## src/rtl/axi_mst_arbiter.sv

```systemverilog
// Round-robin arbiter merging NUM_MST internal request ports onto one AXI3 master port.
// Define AXI_ARB_WRITE_EN to build the write path; otherwise the block is read-only.
module axi_mst_arbiter #(
    parameter int NUM_MST = 2,
    parameter int ID_W    = 4,
    parameter int DATA_W  = 32
) (
    input  logic                       aclk,
    input  logic                       aresetn,
    input  logic [NUM_MST-1:0]         m_rreq_valid,
    output logic [NUM_MST-1:0]         m_rreq_ready,
    input  logic [NUM_MST*32-1:0]      m_rreq_addr,
    input  logic [NUM_MST*8-1:0]       m_rreq_len,
    input  logic [NUM_MST*3-1:0]       m_rreq_size,
    output logic [NUM_MST-1:0]         m_rresp_valid,
    output logic [DATA_W-1:0]          m_rresp_data,
    output logic                       m_rresp_last,
    output logic                       m_rresp_err,
    input  logic [NUM_MST-1:0]         m_wreq_valid,
    output logic [NUM_MST-1:0]         m_wreq_ready,
    input  logic [NUM_MST*32-1:0]      m_wreq_addr,
    input  logic [NUM_MST*8-1:0]       m_wreq_len,
    input  logic [NUM_MST*3-1:0]       m_wreq_size,
    input  logic [NUM_MST-1:0]         m_wdata_valid,
    output logic [NUM_MST-1:0]         m_wdata_ready,
    input  logic [NUM_MST*DATA_W-1:0]  m_wdata,
    input  logic [NUM_MST*DATA_W/8-1:0] m_wstrb,
    output logic [NUM_MST-1:0]         m_wresp_valid,
    output logic                       m_wresp_err,
    output logic [ID_W-1:0]            arid,
    output logic [31:0]                araddr,
    output logic [7:0]                 arlen,
    output logic [2:0]                 arsize,
    output logic [1:0]                 arburst,
    output logic [1:0]                 arlock,
    output logic [3:0]                 arcache,
    output logic [2:0]                 arprot,
    output logic                       arvalid,
    input  logic                       arready,
    input  logic [ID_W-1:0]            rid,
    input  logic [DATA_W-1:0]          rdata,
    input  logic [1:0]                 rresp,
    input  logic                       rlast,
    input  logic                       rvalid,
    output logic                       rready,
    output logic [ID_W-1:0]            awid,
    output logic [31:0]                awaddr,
    output logic [7:0]                 awlen,
    output logic [2:0]                 awsize,
    output logic [1:0]                 awburst,
    output logic [1:0]                 awlock,
    output logic [3:0]                 awcache,
    output logic [2:0]                 awprot,
    output logic                       awvalid,
    input  logic                       awready,
    output logic [ID_W-1:0]            wid,
    output logic [DATA_W-1:0]          wdata,
    output logic [DATA_W/8-1:0]        wstrb,
    output logic                       wlast,
    output logic                       wvalid,
    input  logic                       wready,
    input  logic [ID_W-1:0]            bid,
    input  logic [1:0]                 bresp,
    input  logic                       bvalid,
    output logic                       bready
);

    localparam int IDX_W = $clog2(NUM_MST);

    localparam logic [1:0] R_IDLE = 2'd0;
    localparam logic [1:0] R_ADDR = 2'd1;
    localparam logic [1:0] R_DATA = 2'd2;

    function automatic logic [IDX_W-1:0] nextIdx(input logic [IDX_W-1:0] idx);
        return (int'(idx) == NUM_MST - 1) ? '0 : idx + 1'b1;
    endfunction

    function automatic logic [NUM_MST-1:0] oneHot(input logic [IDX_W-1:0] idx);
        logic [NUM_MST-1:0] v;
        v = '0;
        v[idx] = 1'b1;
        return v;
    endfunction

    // Returns {found, index}; scanning downward lets the closest port after start win.
    function automatic logic [IDX_W:0] pickGrant(input logic [NUM_MST-1:0] req,
                                                 input logic [IDX_W-1:0] start);
        logic [IDX_W:0]   res;
        logic [IDX_W-1:0] sel;
        int               idx;
        res = '0;
        for (int k = NUM_MST - 1; k >= 0; k--) begin
            idx = int'(start) + k;
            if (idx >= NUM_MST) idx = idx - NUM_MST;
            sel = IDX_W'(idx);
            if (req[sel]) res = {1'b1, sel};
        end
        return res;
    endfunction

    logic [1:0]       rdState_q, rdState_d;
    logic [IDX_W-1:0] rrRd_q, rrRd_d, curRd_q, curRd_d, grantRd;
    logic             grantRdVld;
    logic [31:0]      arAddr_q, arAddr_d;
    logic [7:0]       arLen_q, arLen_d;
    logic [2:0]       arSize_q, arSize_d;

    always_comb begin
        rdState_d    = rdState_q;
        rrRd_d       = rrRd_q;
        curRd_d      = curRd_q;
        arAddr_d     = arAddr_q;
        arLen_d      = arLen_q;
        arSize_d     = arSize_q;
        m_rreq_ready = '0;
        {grantRdVld, grantRd} = pickGrant(m_rreq_valid, rrRd_q);
        case (rdState_q)
            R_IDLE: if (grantRdVld) begin
                m_rreq_ready = oneHot(grantRd);
                curRd_d      = grantRd;
                arAddr_d     = m_rreq_addr[int'(grantRd)*32 +: 32];
                arLen_d      = m_rreq_len[int'(grantRd)*8 +: 8];
                arSize_d     = m_rreq_size[int'(grantRd)*3 +: 3];
                rdState_d    = R_ADDR;
            end
            R_ADDR: if (arready) rdState_d = R_DATA;
            R_DATA: if (rvalid && rlast) begin
                rdState_d = R_IDLE;
                rrRd_d    = nextIdx(curRd_q);
            end
            default: rdState_d = R_IDLE;
        endcase
        if (!aresetn) m_rreq_ready = '0;
    end

    always_ff @(posedge aclk or negedge aresetn) begin
        if (!aresetn) begin
            rdState_q <= R_IDLE;
            rrRd_q    <= '0;
            curRd_q   <= '0;
            arAddr_q  <= '0;
            arLen_q   <= '0;
            arSize_q  <= '0;
        end else begin
            rdState_q <= rdState_d;
            rrRd_q    <= rrRd_d;
            curRd_q   <= curRd_d;
            arAddr_q  <= arAddr_d;
            arLen_q   <= arLen_d;
            arSize_q  <= arSize_d;
        end
    end

    assign arvalid       = (rdState_q == R_ADDR);
    assign arid          = ID_W'(curRd_q);
    assign araddr        = arAddr_q;
    assign arlen         = arLen_q;
    assign arsize        = arSize_q;
    assign arburst       = 2'b01;
    assign arlock        = 2'b00;
    assign arcache       = 4'b0000;
    assign arprot        = 3'b000;
    assign rready        = (rdState_q == R_DATA);
    assign m_rresp_valid = (rready && rvalid) ? oneHot(curRd_q) : '0;
    assign m_rresp_data  = rdata;
    assign m_rresp_last  = rlast;
    assign m_rresp_err   = rresp[1];

`ifdef AXI_ARB_WRITE_EN
    localparam logic [1:0] W_IDLE = 2'd0;
    localparam logic [1:0] W_ADDR = 2'd1;
    localparam logic [1:0] W_DATA = 2'd2;
    localparam logic [1:0] W_RESP = 2'd3;

    logic [1:0]       wrState_q, wrState_d;
    logic [IDX_W-1:0] rrWr_q, rrWr_d, curWr_q, curWr_d, grantWr;
    logic             grantWrVld;
    logic [31:0]      awAddr_q, awAddr_d;
    logic [7:0]       awLen_q, awLen_d;
    logic [2:0]       awSize_q, awSize_d;
    logic [7:0]       wCnt_q, wCnt_d;

    // wCnt stops at the latched len, so len = 255 ends exactly on beat 256.
    always_comb begin
        wrState_d    = wrState_q;
        rrWr_d       = rrWr_q;
        curWr_d      = curWr_q;
        awAddr_d     = awAddr_q;
        awLen_d      = awLen_q;
        awSize_d     = awSize_q;
        wCnt_d       = wCnt_q;
        m_wreq_ready = '0;
        {grantWrVld, grantWr} = pickGrant(m_wreq_valid, rrWr_q);
        case (wrState_q)
            W_IDLE: if (grantWrVld) begin
                m_wreq_ready = oneHot(grantWr);
                curWr_d      = grantWr;
                awAddr_d     = m_wreq_addr[int'(grantWr)*32 +: 32];
                awLen_d      = m_wreq_len[int'(grantWr)*8 +: 8];
                awSize_d     = m_wreq_size[int'(grantWr)*3 +: 3];
                wrState_d    = W_ADDR;
            end
            W_ADDR: if (awready) begin
                wCnt_d    = '0;
                wrState_d = W_DATA;
            end
            W_DATA: if (wvalid && wready) begin
                wCnt_d = wCnt_q + 8'd1;
                if (wlast) wrState_d = W_RESP;
            end
            W_RESP: if (bvalid) begin
                wrState_d = W_IDLE;
                rrWr_d    = nextIdx(curWr_q);
            end
            default: wrState_d = W_IDLE;
        endcase
        if (!aresetn) m_wreq_ready = '0;
    end

    always_ff @(posedge aclk or negedge aresetn) begin
        if (!aresetn) begin
            wrState_q <= W_IDLE;
            rrWr_q    <= '0;
            curWr_q   <= '0;
            awAddr_q  <= '0;
            awLen_q   <= '0;
            awSize_q  <= '0;
            wCnt_q    <= '0;
        end else begin
            wrState_q <= wrState_d;
            rrWr_q    <= rrWr_d;
            curWr_q   <= curWr_d;
            awAddr_q  <= awAddr_d;
            awLen_q   <= awLen_d;
            awSize_q  <= awSize_d;
            wCnt_q    <= wCnt_d;
        end
    end

    assign awvalid       = (wrState_q == W_ADDR);
    assign awid          = ID_W'(curWr_q);
    assign awaddr        = awAddr_q;
    assign awlen         = awLen_q;
    assign awsize        = awSize_q;
    assign awburst       = 2'b01;
    assign awlock        = 2'b00;
    assign awcache       = 4'b0000;
    assign awprot        = 3'b000;
    assign wid           = ID_W'(curWr_q);
    assign wvalid        = (wrState_q == W_DATA) && m_wdata_valid[curWr_q];
    assign wdata         = m_wdata[int'(curWr_q)*DATA_W +: DATA_W];
    assign wstrb         = m_wstrb[int'(curWr_q)*(DATA_W/8) +: DATA_W/8];
    assign wlast         = (wrState_q == W_DATA) && (wCnt_q == awLen_q);
    assign m_wdata_ready = ((wrState_q == W_DATA) && wready) ? oneHot(curWr_q) : '0;
    assign bready        = (wrState_q == W_RESP);
    assign m_wresp_valid = (bready && bvalid) ? oneHot(curWr_q) : '0;
    assign m_wresp_err   = bresp[1];

    logic unusedSink;
    assign unusedSink = ^{rid, rresp[0], bid, bresp[0]};
`else
    assign awvalid       = 1'b0;
    assign awid          = '0;
    assign awaddr        = '0;
    assign awlen         = '0;
    assign awsize        = '0;
    assign awburst       = '0;
    assign awlock        = '0;
    assign awcache       = '0;
    assign awprot        = '0;
    assign wid           = '0;
    assign wvalid        = 1'b0;
    assign wdata         = '0;
    assign wstrb         = '0;
    assign wlast         = 1'b0;
    assign m_wreq_ready  = '0;
    assign m_wdata_ready = '0;
    assign bready        = 1'b0;
    assign m_wresp_valid = '0;
    assign m_wresp_err   = 1'b0;

    logic unusedSink;
    assign unusedSink = ^{rid, rresp[0], bid, bresp, bvalid, awready, wready,
                          m_wreq_valid, m_wreq_addr, m_wreq_len, m_wreq_size,
                          m_wdata_valid, m_wdata, m_wstrb};
`endif

endmodule

```

## config.mk

```make
export PLATFORM = sky130hd
export DESIGN_NAME = axi_mst_arbiter
export DESIGN_NICKNAME = d
export VERILOG_FILES = /design/src/rtl/axi_mst_arbiter.sv
export SDC_FILE = /design/constraint.sdc
export NUM_CORES = 1
export LEC_CHECK = 0
export BUFFER_PORTS_ARGS = -buffer_cell sky130_fd_sc_hd__buf_2
export CAP_MARGIN = 20
export CORE_AREA = 4 4 196 198
export CTS_BUF_LIST = sky130_fd_sc_hd__clkbuf_8
export CTS_CLUSTER_SIZE = 10
export DETAILED_ROUTE_END_ITERATION = 16
export DIE_AREA = 0 0 200 202
export PLACE_DENSITY = 0.34
export SLEW_MARGIN = 15
export SYNTH_ARGS = -nofsm -noshare
export SYNTH_HDL_FRONTEND = slang
export SYNTH_SLANG_ARGS = --single-unit
```

## constraint.sdc

```tcl
create_clock -name aclk -period 1.87 [get_ports aclk]
set_input_delay 0.374 -clock aclk [delete_from_list [all_inputs] [get_ports aclk]]
set_output_delay 0.374 -clock aclk [all_outputs]
set_load 0.05 [all_outputs]
```

==> run_results.csv <==
group,metric,value,unit
yosys,ys_ff_latch,47,
sta,setup_tns,0,ps
power,ir_worst_vdd,0.4884,mV
route,drt-initial-drc-count,52,
global_route,grt_max_degree,45,
floorplan,fp.dieW,200,um
global_route,grt_pass1_vias,2749,
placement,placed_area,4075,um2
global_route,grt_usage,6.403,%
critical_path,crit_path_end_kind,"primary output",
floorplan,die_y,202,um
critical_path,reg2reg_depth,5,
global_route,overflow,0,
yosys,netlist_area,3453,um2
route,via_count,2768,
critical_path,worstSetupEndpoint,"m_rreq_ready[1]",
sta,worst_clock_skew,13.03,ps
route,firstDrtPassIters,4,
sta,fmax,0.5446,GHz
critical_path,critPathRequiredTime,1500,ps
sta,holdWs,54.61,ps
cts,cts_sinks,47,
route,antenna_left,0,
floorplan,io_pins,509,
global_route,grt_pass1_wl,18.69,mm
floorplan,die_area,40400,um2
floorplan,core,36520,um2
placement,portBuffers,143,
power,fin_total_pwr,0.007512,W
cts,htree_levels,2,
sta,fin_crit_sh,98.20,%
floorplan,start_util,9.455,%
yosys,syn_avg_cell_area,9.064,um2
cts,cts_buffers,5,
route,post_drt_wl_per_cell,14.52,um
hold_path,hold_class,"in -> async",
critical_path,timing.rr.start,"rrRd_q",
yosys,synth_edf_count,0,
cts,cts_hold_buffers,0,
sta,period_minus_slack,1836,ps
route,wl,13.92,mm
final_layout,nets,789,
outcome,status,"completed",
final_layout,fin_cells,959,
critical_path,critPathMaxFanout,4,
critical_path,rr_endpoint,"araddr[11]",
yosys,yosys_warnings,0,
floorplan,core.rowCount,70,
critical_path,arrival,1460,ps
cts,clock_latency,340,ps
cts,root_buffer,"clkbuf_8",
critical_path,crit_start,"rdState_q[0]",
critical_path,rrSetupSlack,310,ps
final_layout,drive_gt1_share,36.27,%
critical_path,path_class,"reg -> out",
sta,worstMarginPinSlew,543.2,ps
final_layout,fin_area,4228,um2
sta,rsz0062_at_grt,"yes",
yosys,yosysUniqueCellTypes,26,
placement,gp_congestion,0.6641,
global_route,antenna_found_initial,0,
power,leakagePower,1.995,nW
power,powerDensity,1777,nW/um2
placement,dp_cells,946,
yosys,synth_seq_area_share,34.06,%
sta,slew_violations,0,
route,viasPerCell,2.886,
route,drc_errors,0,
yosys,synthTopCellsByArea,"buf_4 34%, dfrtp_1 34%, a221o_1 6.7%",
yosys,synthArstFlopShare,100.0,%
yosys,synth_top_area_cell,"buf_4",
yosys,yosys-top-cells-count,"158 x buf_4, 47 x dfrtp_1, 23 x a221o_1, 21 x a31oi_1, 21 x o21ai_0",
final_layout,area_growth,22.43,%
job,maxCapViolations,0,
cts,clk_pin_slew_worst_paths,120,ps
sta,hold_viol_final,0,
sta,maxSlewHeadroom,63.79,%
sta,finalSetupViolCount,0,
placement,dp_hpwl,10.69,mm
cts,clockBufferDepth,2,
yosys,synthFlopType,"dfrtp_1",
critical_path,worstSetupStartpointType,"flip-flop",
yosys,synth_top_area_share,34.35,%
yosys,yosysMostFrequentCell,"buf_4",
yosys,netlist_instances,381,
cts,cts_tree,"built",
==> worst max-delay path, stage by stage (launching register included) <==
cell and delay (ps):
dfrtp_1 450, nor2_4 170, and3_4 220, and2_4 150, buf_12 130
==> state kept, by name, summed over array words and instances (netlist names) <==
| register | count |
|---|---|
| araddr | 32 |
| arlen | 8 |
| arsize | 3 |
| rdState_q | 2 |
| curRd_q | 1 |
| rrRd_q | 1 |
==> placed cells by master (no fill, tap or decap), drive strengths merged, types with 2 or more instances in the layout <==
cell type	count
a31oi	21
nand3	20
a21boi	23
buf	161
nor2b	2
a221o	23
clkbuf	5
diode	3
conb	123
clkinvlp	2
o21ai	21
a21oi	20
nor2	2
nand2	3
and2	3
and3	2
inv	2
dfrtp	47
nand2b	2
==> where the power goes <==
part	switching, W	internal (W)
sequential	0.000266	0.00153
clock	0.000453	0.000263
combinational	0.00373	0.00127
==> metrics by stage <==
step / setup WS (ps) / utilization, %
floorplan: 0.1079 / -
global placement: 65.16 / 11.16
finish: 33.68 / 11.58
CTS: -51.24 / 11.53
global route: -68.26 / 11.56
detailed placement: 72.87 / 11.16
==> metal layers <==
layer	GRT usage [%]	vias to the layer above	share of wire [%]
li1	-	1262	-
met1	7.621	1293	40
met2	9.793	196	44
met3	3.217	17	14
met4	2.547	0	2.1
met5	0	-	0
==> logic make-up (layout without fill, tap and decap cells) <==
kind of cell | Yosys count | in the layout | synth area share [%]
AO/OA/AOI/OAI | 112 | 112 | 22.43
AND/OR/NAND/NOR | 35 | 35 | 5.254
other | 2 | 126 | 0.2175
buffers and inverters | 185 | 171 | 38.04
flip-flops | 47 | 47 | 34.06
==> worst min path at each step <==
stage / to / slack [ps] / depth (start not counted)
2_1_floorplan: araddr[0] / 80 / 0
3_3_place_gp: curRd_q / 460 / 2
3_5_place_dp: curRd_q / 450 / 2
4_1_cts: curRd_q / 40 / 2
5_1_grt: curRd_q / 60 / 2
6_report: curRd_q / 50 / 2
==> final cells by class <==
type	count	area [um2]
Tap cell	468	585.6
Inverter	2	7.507
Timing Repair Buffer	161	914.6
Fill cell	4226	32290
Clock inverter	3	20.02
Sequential cell	47	1176
Antenna cell	3	7.507
Clock buffer	5	68.82
Multi-Input combinational cell	270	1448
==> repair_timing <==
item / in CTS / in global routing
setup endpoints to repair: 4 / 4
gates cloned: 0 / 0
setup buffers: 1 / 1
pin swaps: 3 / 2
gates resized for setup: 11 / 0
No activity file was read; power rests on OpenSTA's default activity.
